===== src/rtl/store_buffer_drain_ctrl.sv =====
// Store buffer drain controller: decides when to pop the oldest store, latches it and
// presents it to the dcache write port, stalling the pipeline only for mandatory drains.
module store_buffer_drain_ctrl #(
  parameter int unsigned NUM_ENTRIES  = 8,
  parameter int unsigned CNT_W        = 4,
  parameter int unsigned HIGH_WM      = 6,
  parameter int unsigned IDLE_TIMEOUT = 16,
  parameter int unsigned ENTRY_W      = 128
) (
  input  logic               clock,
  input  logic               reset,
  input  logic [CNT_W-1:0]   sb_count,
  input  logic               sb_push,
  input  logic               sb_search_active,
  input  logic [ENTRY_W-1:0] sb_oldest_info,
  output logic               sb_get_oldest,
  input  logic               cache_port_busy,
  output logic               wr_valid,
  output logic [ENTRY_W-1:0] wr_info,
  input  logic               wr_ready,
  output logic               stall_pipe,
  input  logic               fence_req,
  output logic               fence_done,
  output logic [15:0]        drained_cnt
);

  localparam int unsigned TMR_W = $clog2(IDLE_TIMEOUT + 1);
  localparam logic [CNT_W-1:0] FullCnt = CNT_W'(NUM_ENTRIES);
  localparam logic [CNT_W-1:0] HighWm  = CNT_W'(HIGH_WM);
  localparam logic [TMR_W-1:0] TmrMax  = TMR_W'(IDLE_TIMEOUT);

  typedef enum logic {StIdle, StWrite} state_e;

  state_e             r_state, w_state_d;
  logic [TMR_W-1:0]   r_timer, w_timer_d;
  logic               r_fence_pending, w_fence_pending_d;
  logic [ENTRY_W-1:0] r_wr_info;
  logic [15:0]        r_drained_cnt;

  logic w_nonempty, w_mandatory, w_opportunistic, w_accept;

  assign w_nonempty      = (sb_count != '0);
  assign w_mandatory     = (sb_count == FullCnt) ||
                           (r_fence_pending && w_nonempty) ||
                           ((r_timer == TmrMax) && w_nonempty);
  assign w_opportunistic = (sb_count >= HighWm) && !cache_port_busy;
  assign w_accept        = wr_valid && wr_ready;

  assign wr_info     = r_wr_info;
  assign drained_cnt = r_drained_cnt;

  always_comb begin
    w_state_d     = r_state;
    sb_get_oldest = 1'b0;
    wr_valid      = 1'b0;
    stall_pipe    = 1'b0;
    fence_done    = 1'b0;
    unique case (r_state)
      StIdle: begin
        stall_pipe = w_mandatory;
        // A search may invalidate the oldest entry, so never pop underneath it.
        if ((w_mandatory || w_opportunistic) && !sb_search_active && w_nonempty &&
            !cache_port_busy) begin
          sb_get_oldest = 1'b1;
          w_state_d     = StWrite;
        end
        fence_done = r_fence_pending && !w_nonempty && !sb_get_oldest;
      end
      StWrite: begin
        wr_valid = 1'b1;
        if (wr_ready) w_state_d = StIdle;
      end
      default: w_state_d = StIdle;
    endcase
  end

  always_comb begin
    w_fence_pending_d = (r_fence_pending && !fence_done) || fence_req;
    if (sb_push || sb_get_oldest || !w_nonempty) begin
      w_timer_d = '0;
    end else if ((r_state == StIdle) && (r_timer != TmrMax)) begin
      w_timer_d = r_timer + 1'b1;
    end else begin
      w_timer_d = r_timer;
    end
  end

  always_ff @(posedge clock) begin
    if (reset) begin
      r_state         <= StIdle;
      r_timer         <= '0;
      r_fence_pending <= 1'b0;
      r_wr_info       <= '0;
      r_drained_cnt   <= '0;
    end else begin
      r_state         <= w_state_d;
      r_timer         <= w_timer_d;
      r_fence_pending <= w_fence_pending_d;
      if (sb_get_oldest) r_wr_info <= sb_oldest_info;
      if (w_accept) r_drained_cnt <= r_drained_cnt + 16'd1;
    end
  end

endmodule


===== config.mk =====
export PLATFORM = sky130hd
export DESIGN_NAME = store_buffer_drain_ctrl
export DESIGN_NICKNAME = d
export VERILOG_FILES = /design/src/rtl/store_buffer_drain_ctrl.sv
export SDC_FILE = /design/constraint.sdc
export NUM_CORES = 1
export LEC_CHECK = 0
export BUFFER_PORTS_ARGS = -buffer_cell sky130_fd_sc_hd__buf_2
export CAP_MARGIN = 20
export CORE_AREA = 2 2 130 132
export DETAILED_ROUTE_END_ITERATION = 7
export DIE_AREA = 0 0 132 134
export HOLD_SLACK_MARGIN = 0.02
export PLACE_DENSITY = 0.74
export SLEW_MARGIN = 25
export SYNTH_ARGS = -nofsm -noshare
export SYNTH_HDL_FRONTEND = slang
export SYNTH_SLANG_ARGS = --single-unit

===== constraint.sdc =====
create_clock -name clock -period 2.12 [get_ports clock]
set_input_delay 0.212 -clock clock [delete_from_list [all_inputs] [get_ports clock]]
set_output_delay 0.212 -clock clock [all_outputs]
set_load 0.01 [all_outputs]

==> key figures <==
Layout
  – Final non-filler cell area: between 0.008 and 0.009 mm^2
  – Post-synthesis to final-layout area growth: 33.2%
  – Commonest cells after routing, fill and taps aside: buf_2 (285), dfxtp_1 (150), a21oi_1 (133)
  – ANT cells: 0
  – Ratio of cells with drive above 1 in the final layout: 0.347
  – Post-layout utilization of the core: 0.526
  – Most common cell after layout, fill and taps aside: buf_2
  – Final-stage net count: 1102

Floorplanning
  – Effective utilization at floorplan: 0.395
  – Die height: 134 um
  – Core box area: between 0.015 and 0.02 mm^2
  – Number of ports placed on the die boundary: around 290
  – # rows: 47
  – DIE AREA: 0.0177 mm^2
  – Horizontal die dimension: between 100 and 150 um

Global routing
  – Pin count of the biggest net entering global routing: between 100 and 150
  – GRT Util Overall: 0.181
  – Antenna violations before repair: 1
  – Vias in the first global route: ~5400
  – GR Overflow Total: 0
  – Wire length of the first global-routing pass: roughly 27000 um

CTS
  – Maximum level of the CTS H-tree: 4
  – TritonCTS clock tree: done
  – Clock insertion delay at the later pin of the skew report: about 410 ps
  – TritonCTS buffer count: 17
  – Clock Root Buffer: clkbuf_16
  – Clock Path Buffers: 2
  – Number of clock sinks: about 150
  – Clock transition time at the flip-flop clock pins of the worst setup and hold paths: 60 ps

Detailed routing
  – DRC violation count after routing: 0
  – Routed vias: approximately 6000
  – DR pass1 iterations: 4
  – Total Routed Length: around 17000 um
  – Routed vias/inst: 5.07
  – Count of antenna-violating nets left after detailed routing: 0
  – First DRT Iteration DRCs: between 200 and 300
  – Routed len/inst: 13.9 um

STA
  – Fin crit share: 0.947
  – Number of hold violations in the final report: 0
  – RSZ-0062 raised after global routing: true
  – Minimum clock period: roughly 2000 ps
  – Number of endpoints failing setup at the final stage: 0
  – Worst-Margin Slew: between 500 and 600 ps
  – FMAX: roughly 500 MHz
  – Final count of pins violating max slew: 0
  – Max-slew headroom: 0.605
  – Crit path setup slack, layout: 113 ps
  – Skew final: 10.5 ps

Placement
  – IO buf count: 286
  – Global placer's final weighted congestion: between 0.7 and 0.8
  – Setup WS pre-CTS: 174 ps
  – Post-placement cell area: 0.00795 mm^2
  – HPWL after detailed placement: around 11000 um

Logic synthesis
  – Area of the mapped netlist: 0.00643 mm^2
  – Sequential area share after synthesis: 0.470
  – Biggest area consumer among synthesized cells: dfxtp_1
  – Nets in the synthesized netlist: about 850
  – Mapped Avg Cell Area: 9.04 um^2
  – Synth Warn #: 0
  – Flop and latch count out of synthesis: between 150 and 200
  – Number of instances in the synthesized netlist: 712
  – Cell types with the largest area share after synthesis: dfxtp_1 (47%), or3b_1 (17%), a21oi_1 (10%), o21ai_1 (6.8%), o21ai_0 (3.5%)
  – Area share of the largest cell type after synthesis: 0.470
  – Number of distinct library cells after synthesis: 32

Worst setup path
  – Data required time of the critical path: roughly 2500 ps
  – Path type of the worst setup path: register to register
  – Peak fanout along the critical path: between 100 and 150
  – CP Launch Type: register
  – Last element of the critical path: wr_info[80]
  – Critical path data arrival time: 2350 ps
  – Launch point of the worst reg-to-reg path: r_state
  – Critical Path Sink Type: register
  – Internal reg-to-reg setup slack: approximately 110 ps
  – Timing startpoint of the critical path: r_state
  – Cells on worst reg2reg path: 4
  – Reg-to-Reg End: wr_info[80]

Power
  – Pwr/cell area: 799 mW/mm^2
  – Design Power: around 7 mW
  – Maximum ir drop on the vdd rail: 0.517 mV
  – Static leakage: between 3 and 4 nW

Flow run
  – Max-cap violation count: 0

Run status
  – Run status: complete, no violations

Min path
  – Type of the worst min-delay path: input port to register
[layout make-up]
class,instances,area (um^2)
clock buffers,20,447
clock inverters,11,150
fillers,1578,7720
inverters,6,22.5
multi-input cells,481,3010
flip-flops and latches,151,3020
well taps,220,275
repair buffers,303,1640
[critical path, cell delays in order, from the launching register on]
cell and delay [ps]:
dfxtp_1 310, or4_4 680, buf_12 270, or3b_1 430, a21oi_1 130
[state kept, by name (all words and copies together), names as in the netlist]
name	cells
r_fence_pending	1
r_state	1
drained_cnt	16
wr_info	128
r_timer	5
[worst min-delay path by stage]
stage,start,endpoint,slack [ps],cells after the start
finish,wr_ready,drained_cnt[1],100,3
global route,wr_ready,drained_cnt[1],100,3
CTS,wr_ready,drained_cnt[1],80,3
detailed placement,fence_req,r_fence_pending,440,3
global placement,fence_req,r_fence_pending,440,3
floorplan,fence_req,r_fence_pending,330,2
[Yosys cell counts, drive strengths merged]
library cell,number
o21ba,1
xnor2,11
nor3b,1
ha,3
buf,23
inv,6
a21oi,134
nor2,21
and4bb,1
nand2,8
xor2,3
clkbuf,51
nor4,4
nand4b,2
or3b,128
nor2b,4
a211o,1
nand3,8
and3,1
mux2,2
nand4,2
nand2b,1
dfxtp,151
or4,2
or3,1
o21ai,133
nor3,9
[per-layer routing]
| metal | global-route usage | wire (um) |
|---|---|---|
| met1 | 0.228 | 7240 |
| met2 | 0.284 | 7600 |
| met3 | 0.0605 | 1250 |
| met4 | 0.0773 | 424 |
| met5 | 0 | 0 |
[per-stage QoR]
stage | hold WS [ps] | std cells | TNS, ps
after CTS | 83.7 | 1192 | 0
after global placement | 438 | 1160 | 0
after floorplan | 329 | 712 | 0
final | 104 | 1192 | 0
after global routing | 103 | 1192 | -5.51
after detailed placement | 437 | 1160 | 0
[timing repair]
item                                    in CTS  in global routing
endpoints found under the hold margin        1                  0
resized for setup                            2                  2
hold buffers                                 1                  0
endpoints found under the setup margin       1                 23
buffers inserted                             1                  0
pin swaps                                    1                  1
[cells by family after synthesis]
kind of cell / share of synthesized area
flip-flops: 0.470
buffers and inverters: 0.0651
XOR/XNOR: 0.0191
adder cells (fa/ha/maj): 0.00583
multiplexers: 0.00350
AND/OR/NAND/NOR: 0.226
AO/OA/AOI/OAI: 0.211
[power breakdown]
group	switching, mW	internal, mW	total (mW)
sequential	0.0525	2.96	3.01
combinational	0.437	0.348	0.785
clock	1.17	1.88	3.06
total	1.66	5.19	6.85
(Power assumes the default switching activity.)
